$ cat src/rtl/registrador_rf_pkg.sv
// -----------------------------------------------------------------------------
// registrador_rf_pkg
// Shared constants for the datapath slice: register file (registrador),
// address adder (somador) and data memory (memoria). Keeping them in one
// place guarantees that the register word, memory word and address widths
// stay consistent across the three blocks.
// No ports (package only).
// -----------------------------------------------------------------------------
package registrador_rf_pkg;

    // Register file geometry
    localparam int RF_DATA_W   = 64;
    localparam int RF_ADDR_W   = 5;
    localparam int RF_NUM_REGS = 2 ** RF_ADDR_W;

    // somador: adds two register indices; the carry-out widens the result,
    // which is then used as the memoria address.
    localparam int SOM_IN_W    = RF_ADDR_W;
    localparam int SOM_OUT_W   = RF_ADDR_W + 1;

    // memoria: word width matches the register file so dout can feed din.
    localparam int MEM_DATA_W  = RF_DATA_W;
    localparam int MEM_ADDR_W  = SOM_OUT_W;

endpackage : registrador_rf_pkg

$ cat src/rtl/registrador_rf.sv
// -----------------------------------------------------------------------------
// registrador_rf
// 32-entry register file, one synchronous write port and two independent
// combinational read ports. Register 0 is an ordinary writable register.
//
// Ports
//   clk    in   1       rising-edge clock for all writes
//   rst_n  in   1       asynchronous active-low reset, clears every register
//   din    in   DATA_W  write data (driven by memoria dout in the system)
//   we     in   1       write enable, active high
//   Rw     in   ADDR_W  write register index
//   Ra     in   ADDR_W  read port A index
//   Rb     in   ADDR_W  read port B index
//   doutA  out  DATA_W  contents of register Ra
//   doutB  out  DATA_W  contents of register Rb
//
// Reads return the stored contents only; a write in the current cycle is not
// forwarded, so reading the index being written shows the old value until
// the capturing edge.
// -----------------------------------------------------------------------------
module registrador_rf
    import registrador_rf_pkg::*;
#(
    parameter int DATA_W = RF_DATA_W,
    parameter int ADDR_W = RF_ADDR_W
) (
    input  logic              clk,
    input  logic              rst_n,
    input  logic [DATA_W-1:0] din,
    input  logic              we,
    input  logic [ADDR_W-1:0] Rw,
    input  logic [ADDR_W-1:0] Ra,
    input  logic [ADDR_W-1:0] Rb,
    output logic [DATA_W-1:0] doutA,
    output logic [DATA_W-1:0] doutB
);

    localparam int NUM_REGS = 2 ** ADDR_W;

    logic [DATA_W-1:0] r_regs [NUM_REGS];

    // Storage. Reset clears the whole array immediately; since reset has
    // priority over the clock, writes are ignored while rst_n is low.
    always_ff @(posedge clk or negedge rst_n) begin
        if (!rst_n) begin
            for (int i = 0; i < NUM_REGS; i++) begin
                r_regs[i] <= '0;
            end
        end else if (we) begin
            r_regs[Rw] <= din;
        end
    end

    // Two independent combinational read multiplexers.
    assign doutA = r_regs[Ra];
    assign doutB = r_regs[Rb];

endmodule : registrador_rf

$ cat config.mk
export PLATFORM = sky130hd
export DESIGN_NAME = registrador_rf
export DESIGN_NICKNAME = d
export VERILOG_FILES = /design/src/rtl/registrador_rf_pkg.sv /design/src/rtl/registrador_rf.sv
export SDC_FILE = /design/constraint.sdc
export NUM_CORES = 2
export LEC_CHECK = 0
export CORE_UTILIZATION = 40
export CTS_BUF_LIST = sky130_fd_sc_hd__clkbuf_8
export DETAILED_ROUTE_END_ITERATION = 10
export PLACE_DENSITY_LB_ADDON = 0.3
export SLEW_MARGIN = 20
export SYNTH_ARGS = -nofsm -noshare
export SYNTH_HDL_FRONTEND = slang
export SYNTH_SLANG_ARGS = --single-unit
$ cat constraint.sdc
create_clock -name clk -period 3.6 [get_ports clk]
set_clock_uncertainty 0.15 [all_clocks]
set_input_delay 0.54 -clock clk [delete_from_list [all_inputs] [get_ports clk]]
set_output_delay 0.54 -clock clk [all_outputs]
set_load 0.005 [all_outputs]
# [Word level (Yosys, flattened, before mapping)]
# Cells that the tools add are included.
[word_totals] regBits=2048 inputBits=82 output_inout_bits=128 wordCells=49
[op_classes] muxes=9 n_lt_le_gt_ge=4 reduce_logical=1 n_bitwise=3
[op_table] cell="$bwmux 2048" n=1
[op_table] cell="$bmux 64 s5" n=2
[op_table] cell="$demux 64 s5" n=1
[op_table] cell="$mux 64" n=5
[op_table] cell="$ge 6x6->1 const B" n=3
[op_table] cell="$not 5->6" n=3
[op_table] cell="$lt 6x1->1 const B" n=1
[op_table] cell="$logic_and 1x1->1" n=1

# [Depth between registers and ports, before layout]
[logic_depth] depth_word=6 mapped_depth=10

# [Worst setup path after synthesis]
# No wires, ideal clock.
[synth_path] kind="input to output" from="input Ra[0]" to="output doutA[14]" cell_stages=5 slack_ns=0.435 t_arrival_ns=2.475 required_ns=2.910 cell_sequence="buf_4 buf_1 mux4_2 mux4_2 mux2_2"
[synth_via] elab_chain_len=4
[synth_lines] item="from (decl)" line="registrador_rf.sv:32" rtl="input logic [ADDR_W-1:0] Ra,"
[synth_lines] item="$not 5->6 (implied by the code)" line="registrador_rf.sv:55" rtl="assign doutA = r_regs[Ra];"
[synth_lines] item="$bmux 64 s5" line="registrador_rf.sv:55"
[synth_lines] item="$mux 64 (implied by the code) (2 in a row)" line="registrador_rf.sv:55"
[synth_lines] item="to (decl)" line="registrador_rf.sv:34" rtl="output logic [DATA_W-1:0] doutA,"
# No other way between the ends. The select of a mux whose other input is x is not followed.

# [Worst setup path after layout]
[layout_path] from="register r_regs[553] (netlist bit)" to="output doutA[41]"
[layout_via] elab_chain_len=3
[layout_lines] item="from (decl)" line="registrador_rf.sv:40" rtl="logic [DATA_W-1:0] r_regs [NUM_REGS];"
[layout_lines] item="from (signal, indexed assignment)" line="registrador_rf.sv:50" rtl="r_regs[Rw] <= din;"
[layout_lines] item="$bmux 64 s5" line="registrador_rf.sv:55"
[layout_lines] item="$mux 64 (implied by the code) (2 in a row)" line="registrador_rf.sv:55"
# No other way between the ends. The select of a mux whose other input is x is not followed.

==> metrics.txt <==
r2r worst-path depth=3; Placer Congestion=0.8490; storage element area=between 50000 and 60000 um^2; final hold violations=0; CTS sink count=2048; Worst-Margin Slew=1101 ps; starting density of the core=0.4030; # fillers=22720; Switching Share=0.2765; Netlist cell types=38; Main synth FF type=dfrtp_1; status=finished, violations left; max-cap viol count=0; Clock Latency Late Sink=between 1000 and 1500 ps; setup ws final=-130.4 ps; NetSw=around 19 mW; Final Cell Area=about 130000 um^2; Int Pwr=49.78 mW; area taken by multi-input logic gates=55130 um^2; relative slew slack=0.2638; Layout Utilization=0.4766; Crit Path Class=flip-flop to output port; EDFF count, synth=0; most frequent cells in the layout=2048 x dfrtp_1, 1891 x mux2_2, 1154 x mux4_2; CTS tree=done; reg2reg end=r_regs[102]; Biggest register=r_regs; DRC=0; vias in the first global route=roughly 70000; CTS root buffer=clkbuf_8; net count of the finished layout=7096; Antenna Violating Nets Remaining=0; # setup viols final=31; FP Rows=190; Syn Nets=6610; static leakage=approximately 56 nW; syn avg cell area=16.58 um^2; nature of the critical path startpoint=flip-flop; Routed WL=between 300 and 400 mm; asr flop ratio synth=1.000; largest registers=r_regs x2048; die width=roughly 520 um; CP max stage cell=mux4_2; RSZ-0062 raised after global routing=yes; power per cell area=537.4 nW/um^2; RR Startpoint=r_regs[102]; gr ovfl total=0; H-tree depth=5; Post-Syn Area=108300 um^2; clock-pin slew on the worst setup and hold paths=60 ps; worst reg-to-reg setup slack=between 2000 and 2500 ps; Period minus WS final=~3700 ps; DP HPWL=219.0 mm; I/O pin total=210; Total Routing Usage GR=0.2591; IO Port Bufs=209; cts bufs inserted=365; P&R area growth vs syn=18.25%; Hold Path Class=input port to asynchronous set/reset pin; clock power share=0.320; Combinational Power Share=0.231; Seq pwr share=0.449; layout cells sized above 1=0.6203; CTS Buffer Depth=4; Seq/Total Area, Yosys=0.4734; Mapped Cells=6528; final worst-path cycle share=1.036; max FFs per register=2048; yosys warns=0; largest net degree at the start of global routing=139; data arrival time of the worst path=3040 ps; Cell Area, Placed=119100 um^2; Max IR drop VDD=around 260 uV; Core ar.=268600 um^2; Die H=522.2 um; wire per inst=roughly 32 um; Worst path max stage delay=~510 ps; First-pass DRT Iterations=5; CP Capture Type=output port; Worst Path Required=2910 ps; most common cell after layout, fill and taps aside=dfrtp_1; DIE AREA=about 270000 um^2; sequence of cells on the critical path=buf_6 > mux4_2 > mux4_2 > mux2_4 > buf_6; initial antenna violation count=29; synthesized flop and latch total=2048; failing checks=negative setup slack; Crit Path Max Fanout=2; total negative slack=-1153 ps; vias=67422; first-pass GRT wire length=515.7 mm; Slew Limit Fails=0; DR iter-0 viols=between 5000 and 6000; fmax=roughly 270 MHz; vias per cell=6.217
worst max path at each step:
| stage | end | startpoint | slack, ps | cells after the start |
|---|---|---|---|---|
| after floorplan | doutA[14] | Ra[0] | 440 | 5 |
| after global placement | doutB[14] | Rb[1] | -480 | 8 |
| after global routing | doutA[41] | r_regs[553] | -220 | 5 |
| after CTS | doutA[41] | r_regs[553] | -190 | 5 |
| after detailed placement | doutB[14] | Rb[1] | -440 | 8 |
| final | doutA[41] | r_regs[553] | -130 | 5 |
power groups by stage:
| stage | sequential, mW | clock (mW) | combinational (mW) |
|---|---|---|---|
| 6_report | 30.9 | 22.0 | 15.9 |
| 5_1_grt | 31.4 | 23.5 | 16.9 |
| 4_1_cts | 30.8 | 22.4 | 16.0 |
| 3_5_place_dp | 31.2 | 0 | 15.2 |
| 3_3_place_gp | 30.8 | 0 | 14.9 |
| 2_1_floorplan | 29.9 | 0 | 10.9 |
critical path, delay by kind of cell (launching register included):
kind / cells / cell delay (ps)
DFF: 1 / 400
muxes: 3 / 1290
buffers and inverters: 2 / 250
routing by layer:
metal	global-route usage	routed length, um
met4	0.08461	11300
met5	0	94
met3	0.05009	23210
met2	0.4053	165600
met1	0.3633	151000
cells in the mapped netlist (24+ instances only):
master / number / share of area
dfrtp_1: 2048 / 0.47
clkbuf_1: 454 / 0.016
mux2_2: 1983 / 0.21
nor2_1: 24 / 0.00083
mux2i_1: 145 / 0.013
mux2_1: 220 / 0.023
a221oi_1: 43 / 0.0035
o22ai_1: 41 / 0.0024
nand2_1: 50 / 0.0017
buf_2: 173 / 0.0080
mux4_2: 1154 / 0.24
buf_1: 36 / 0.0012
buf_4: 43 / 0.0030
final cells by class:
type / count / share of cell area
Inverter: 2 / 0.00008796
Multi-Input combinational cell: 3765 / 0.4307
Timing Repair Buffer: 832 / 0.07659
Sequential cell: 2048 / 0.4003
Clock inverter: 151 / 0.005913
Tap cell: 3552 / 0.03472
Clock buffer: 478 / 0.05139
Antenna cell: 16 / 0.0003128
kinds of logic (layout without fill, tap and decap cells):
| logic type | Yosys count | count (layout) | synth area share |
|---|---|---|---|
| compound gates | 152 | 152 | 0.01044 |
| buf+inv | 715 | 1463 | 0.02877 |
| flops | 2048 | 2048 | 0.4734 |
| other cells | 0 | 16 | 0 |
| mux | 3502 | 3502 | 0.4826 |
| simple gates | 111 | 111 | 0.004808 |
through the flow:
step	worst slack (ps)	hold slack, ps	std cells	power (mW)
floorplan	435.1	94.41	6528	40.78
global placement	-475.2	329.6	10130	45.68
detailed placement	-436.7	342.3	10131	46.38
CTS	-191.6	182.6	10808	69.15
global route	-216.2	204.2	10840	71.85
finish	-130.4	238.3	10844	68.80
what timing repair did:
item                                    in CTS  in global routing
endpoints found under the setup margin     128                 97
endpoints found under the hold margin     1572                250
resized for setup                          703                 24
cloned                                       1                  0
pin swaps                                   30                 12
hold buffers                                 2                 11
setup buffers                               64                 14
Power figures use the tool's default switching activity.
